**src/rtl/mult_fix_pkg.sv**
```systemverilog
`default_nettype none
// ============================================================================
//  Module      : mult_fix_pkg
//  Description : Shared constants for the pipelined signed fixed-point
//                multiplier: rounding/saturation mode encodings and the
//                default word geometry.
//  Revision    : 1.0 - initial release
// ============================================================================
package mult_fix_pkg;

    // Default word geometry: total width and fractional bits
    localparam int DEFAULT_N = 32;
    localparam int DEFAULT_Q = 12;

    // rnd_mode encodings
    localparam logic RND_TRUNC   = 1'b0;
    localparam logic RND_HALF_UP = 1'b1;

    // sat_mode encodings
    localparam logic SAT_WRAP    = 1'b0;
    localparam logic SAT_CLAMP   = 1'b1;

endpackage
`default_nettype wire

```
**src/rtl/fix_quantize_sat.sv**
```systemverilog
`default_nettype none
// ============================================================================
//  Module      : fix_quantize_sat
//  Description : Reduces a full-width 2N-bit signed product to an N-bit
//                Q-format word. Optional round-half-up, range check against
//                N signed bits, and optional clamp to the signed extremes.
//  Revision    : 1.0 - initial release
// ============================================================================
module fix_quantize_sat
    import mult_fix_pkg::*;
#(
    parameter int N = DEFAULT_N,
    parameter int Q = DEFAULT_Q
) (
    input  logic [2*N-1:0] i_prod,
    input  logic           i_rnd_mode,
    input  logic           i_sat_mode,
    output logic [N-1:0]   o_data,
    output logic           o_ovf
);

    // Half of one output LSB, in product units; added before the shift to round
    localparam logic [2*N:0] c_HALF_LSB = {{(2*N){1'b0}}, 1'b1} << (Q - 1);

    logic signed [2*N:0] w_ext;
    logic signed [2*N:0] w_sum;
    logic signed [2*N:0] w_shr;
    logic                w_fits;

    // Round (one guard bit of headroom), floor-shift, range check and clamp
    always_comb begin
        w_ext  = {i_prod[2*N-1], i_prod};
        w_sum  = w_ext + ((i_rnd_mode == RND_HALF_UP) ? c_HALF_LSB : '0);
        w_shr  = w_sum >>> Q;
        // Fits in N signed bits when every bit above the N-bit sign matches it
        w_fits = (w_shr[2*N:N-1] == {(N+2){w_shr[N-1]}});
        o_ovf  = !w_fits;
        if (!w_fits && (i_sat_mode == SAT_CLAMP)) begin
            o_data = w_shr[2*N] ? {1'b1, {(N-1){1'b0}}} : {1'b0, {(N-1){1'b1}}};
        end else begin
            o_data = w_shr[N-1:0];
        end
    end

endmodule
`default_nettype wire

```
**src/rtl/mult_fix_pipe.sv**
```systemverilog
`default_nettype none
// ============================================================================
//  Module      : mult_fix_pipe
//  Description : Three-stage signed fixed-point multiplier with valid/ready
//                handshakes. S1 registers operands and modes, S2 holds the
//                exact 2N-bit product, S3 holds the quantized result. The
//                whole pipe advances together whenever the output slot is
//                empty or being consumed.
//  Revision    : 1.0 - initial release
// ============================================================================
module mult_fix_pipe
    import mult_fix_pkg::*;
#(
    parameter int N = DEFAULT_N,
    parameter int Q = DEFAULT_Q
) (
    input  logic         clk,
    input  logic         rst,
    input  logic         in_valid,
    output logic         in_ready,
    input  logic [N-1:0] in_a,
    input  logic [N-1:0] in_b,
    input  logic         rnd_mode,
    input  logic         sat_mode,
    output logic         out_valid,
    input  logic         out_ready,
    output logic [N-1:0] out_data,
    output logic         out_ovf
);

    logic                w_advance;

    logic                r_s1_valid;
    logic [N-1:0]        r_s1_a;
    logic [N-1:0]        r_s1_b;
    logic                r_s1_rnd;
    logic                r_s1_sat;

    logic                r_s2_valid;
    logic [2*N-1:0]      r_s2_prod;
    logic                r_s2_rnd;
    logic                r_s2_sat;

    logic                r_s3_valid;
    logic [N-1:0]        r_s3_data;
    logic                r_s3_ovf;

    logic signed [2*N-1:0] w_prod;
    logic [N-1:0]        w_q_data;
    logic                w_q_ovf;

    // Whole pipe moves when the output slot is free or is being taken
    assign w_advance = !r_s3_valid || out_ready;
    assign in_ready  = w_advance && !rst;

    // Operands sign-extended to full width first so the product is exact,
    // including most-negative squared
    assign w_prod = $signed({{N{r_s1_a[N-1]}}, r_s1_a})
                  * $signed({{N{r_s1_b[N-1]}}, r_s1_b});

    // Stage valid bits: cleared by reset, shifted (bubbles included) on advance
    always_ff @(posedge clk) begin
        if (rst) begin
            r_s1_valid <= 1'b0;
            r_s2_valid <= 1'b0;
        end else if (w_advance) begin
            r_s1_valid <= in_valid;
            r_s2_valid <= r_s1_valid;
        end
    end

    // S1/S2 datapath registers; contents are qualified by the valid bits
    always_ff @(posedge clk) begin
        if (w_advance) begin
            r_s1_a    <= in_a;
            r_s1_b    <= in_b;
            r_s1_rnd  <= rnd_mode;
            r_s1_sat  <= sat_mode;
            r_s2_prod <= w_prod;
            r_s2_rnd  <= r_s1_rnd;
            r_s2_sat  <= r_s1_sat;
        end
    end

    fix_quantize_sat #(
        .N (N),
        .Q (Q)
    ) u_quant (
        .i_prod     (r_s2_prod),
        .i_rnd_mode (r_s2_rnd),
        .i_sat_mode (r_s2_sat),
        .o_data     (w_q_data),
        .o_ovf      (w_q_ovf)
    );

    // Output stage: reset to zero, loads only real results, holds while stalled
    always_ff @(posedge clk) begin
        if (rst) begin
            r_s3_valid <= 1'b0;
            r_s3_data  <= '0;
            r_s3_ovf   <= 1'b0;
        end else if (w_advance) begin
            r_s3_valid <= r_s2_valid;
            if (r_s2_valid) begin
                r_s3_data <= w_q_data;
                r_s3_ovf  <= w_q_ovf;
            end
        end
    end

    assign out_valid = r_s3_valid;
    assign out_data  = r_s3_data;
    assign out_ovf   = r_s3_ovf;

endmodule
`default_nettype wire
```
**config.mk**
```make
export PLATFORM = sky130hd
export DESIGN_NAME = mult_fix_pipe
export DESIGN_NICKNAME = d
export VERILOG_FILES = /design/src/rtl/mult_fix_pkg.sv /design/src/rtl/fix_quantize_sat.sv /design/src/rtl/mult_fix_pipe.sv
export SDC_FILE = /design/constraint.sdc
export NUM_CORES = 2
export LEC_CHECK = 0
export ABC_AREA = 1
export CAP_MARGIN = 20
export CORE_ASPECT_RATIO = 0.5
export CORE_MARGIN = 10
export CORE_UTILIZATION = 40
export DETAILED_ROUTE_END_ITERATION = 8
export PLACE_DENSITY = 0.61
export SETUP_SLACK_MARGIN = 0.2
export SYNTH_ARGS = -nofsm -noshare
export SYNTH_HDL_FRONTEND = slang
export SYNTH_SLANG_ARGS = --single-unit
```
**constraint.sdc**
```tcl
create_clock -name clk -period 22.3 [get_ports clk]
set_input_delay 6.69 -clock clk [delete_from_list [all_inputs] [get_ports clk]]
set_output_delay 6.69 -clock clk [all_outputs]
set_load 0.01 [all_outputs]
```
==> results.md <==
- Reg2Reg Setup Slack: between 10 and 15 ns
- Top post-synthesis cells by count: inv_1, nand2_1, fa_1
- Die width: roughly 500 um
- Worst EP required: between 15 and 20 ns
- Port Buffers: between 100 and 150
- CP max FO: 6
- Vias per cell: ~4.9
- Vias in the first global route: 37,200
- Ports: roughly 110
- Area Overhead vs Synth: 7.17%
- Final Cycle Share: 0.664
- Skew final: 0.0370 ns
- Slew Viols, Final: 0
- Pre-antenna DRT Iters: 5
- Worst-path clk slew: about 0.090 ns
- Mapped Cells: about 5,300
- Hold_buf cts: 0
- Hold WS: between 0.4 and 0.5 ns
- GR peak layer: met2
- Core ar.: about 110,000 sq um
- EDFF count, synth: 121
- Synth warnings: 0
- Final TNS setup: 0 ns
- Fmax: 0.0675 GHz
- Kind of critical path: input pin to primary output
- Top-count cell post-synth: inv_1
- Synth area leader: fa_1
- Post-cts gate resize count: 0
- Multi-input gate area: between 30,000 and 40,000 sq um
- Pin count of the biggest net entering global routing: 74
- HP Class: flop to flop
- Sequential-to-total area share from yosys stat: 0.0982
- Root buffer cell: clkbuf_16
- Share of layout cells above drive strength 1: 0.0317
- Die Ht: roughly 260 um
- Final ANT Viol Nets: 0
- TritonCTS clock tree: done
- Global-route wire length before repair: roughly 210 mm
- Sink Count: around 160
- Met2 GRT Util: 0.340
- CP Launch Type: input pin
- Worst Tran Pin Value: ~0.91 ns
- Die Footprint: approximately 130,000 sq um
- Cell area after synthesis: approximately 44,000 sq um
- Final hold violations: 0
- Routed WL: roughly 130 mm
- Place WS: between 7 and 8 ns
- Count of different cell masters after synthesis: 46
- Row count: 86
- RSZ-0062 raised after global routing: false
- Primary FF master, synth: edfxtp_1
- Drt wl/cell: 18.4 um
- Post-route minimum period: between 10 and 15 ns
- Initial Util: 0.403
- Total number of vias: 33,700
- H-tree depth: 4
- Buffers from clock root to sink, at most: 2
- Status: complete, no violations
- # DRC: 0
- Met3 usage: 0.0355
- Diode count: 0
- Syn avg cell area: around 8.3 sq um
- Synth top area share: 0.488
- Worst setup EP type: primary output
- #FFs+latches synth: 157
- Net count reported at finish: around 6,600
- Initial DRC count: about 2,700
- Final Wtd Congestion: 0.949
- Filler Cell Count: ~11,000
- Synth top area cells: fa_1, inv_1, nand2_1, edfxtp_1, ha_1
- Total global-route track usage: 0.205
- Clock Latency Late Sink: about 0.53 ns
- Fraction of registers with async set/reset: 0
- Worst path arrival time: slightly above 8 ns
- Net Count, Synth: roughly 6,700
- Initial antenna violation count: 2
- PnR worst setup slack: around 7.5 ns
- Post-CTS setup buffers: 0
- Register Area: around 4400 sq um
- DP HPWL: ~100 mm
- Grt met1 use: 0.278
- Grt ovf: 0
- Post-layout util: 0.432
- MaxCap Viol Count: 0
- Total CTS buffers: 17
- Slew HR: 0.395
- Final setup vio count: 0
worst max-delay path: stages:
cell and delay (ns):
clkdlybuf4s50_1 0.41, nor2_1 0.45, nor2_1 0.08, clkdlybuf4s50_1 0.50
worst paths after layout:
path         startpoint       endpoint  cells after the start
min            r_s1_sat       r_s2_sat                      0
max reg2reg  r_s1_a[31]  r_s2_prod[61]                     27
max           out_ready       in_ready                      4
min reg2reg    r_s1_sat       r_s2_sat                      0
metrics by stage:
step                instances  cell area, sq um
finish                   6821             47500
global placement         6789             46900
detailed placement       6789             46900
CTS                      6821             47500
floorplan                5330             44400
global route             6821             47500
sequential cells by signal, indices dropped and copies added, names as in the netlist:
signal,cells
r_s1_rnd,1
out_valid,1
r_s2_prod,53
r_s2_sat,1
r_s2_valid,1
out_ovf,1
r_s1_b,32
r_s1_valid,1
r_s2_rnd,1
r_s1_sat,1
r_s1_a,32
out_data,32
layer usage:
metal,vias to the layer above,wire (um),share of wire
met4,4,2790,0.022
met2,1208,59300,0.47
li1,14900,-,-
met1,17300,54000,0.43
met3,216,9210,0.073
met5,-,32,0.00026
final cells by class:
cell class	count	area share
Clock inverter	15	0.00403
Clock buffer	17	0.00895
Multi-Input combinational cell	3337	0.695
Tap cell	1496	0.0394
Sequential cell	157	0.0916
Inverter	1628	0.129
Timing Repair Buffer	171	0.0325
cells in the final DEF, fill, tap and decap left out, drive strengths merged, types with 2 or more instances in the layout:
cell type	Yosys	final
fa	1081	1081
clkdlybuf4s50	0	104
o2111ai	2	2
edfxtp	121	121
o21ai	84	84
inv	1627	1637
a21o	3	3
buf	11	67
xnor2	43	43
a31oi	22	22
xor2	44	44
a211oi	2	2
nand3	69	69
nand4	24	24
clkinv	1	6
or2	18	18
o21bai	6	6
nor4	5	5
nand2	1336	1336
o211ai	5	5
a21oi	137	137
clkbuf	197	17
nor2	246	246
and3	2	2
dfxtp	36	36
o21a	6	6
ha	181	181
nor3	14	14
kinds of logic (layout without fill, tap and decap cells):
group,count (synthesis),count (layout),synth area share
xor gates and xnor gates,87,87,0.0172
and+or+nand+nor,1714,1714,0.153
AOI/OAI and AO/OA,274,274,0.0355
DFF,157,157,0.0982
buffers and inverters,1836,1831,0.157
adders and majority gates,1262,1262,0.539
Power is not shown: default switching activity piles up to over one toggle a cycle in this logic, so the estimate is an artifact.
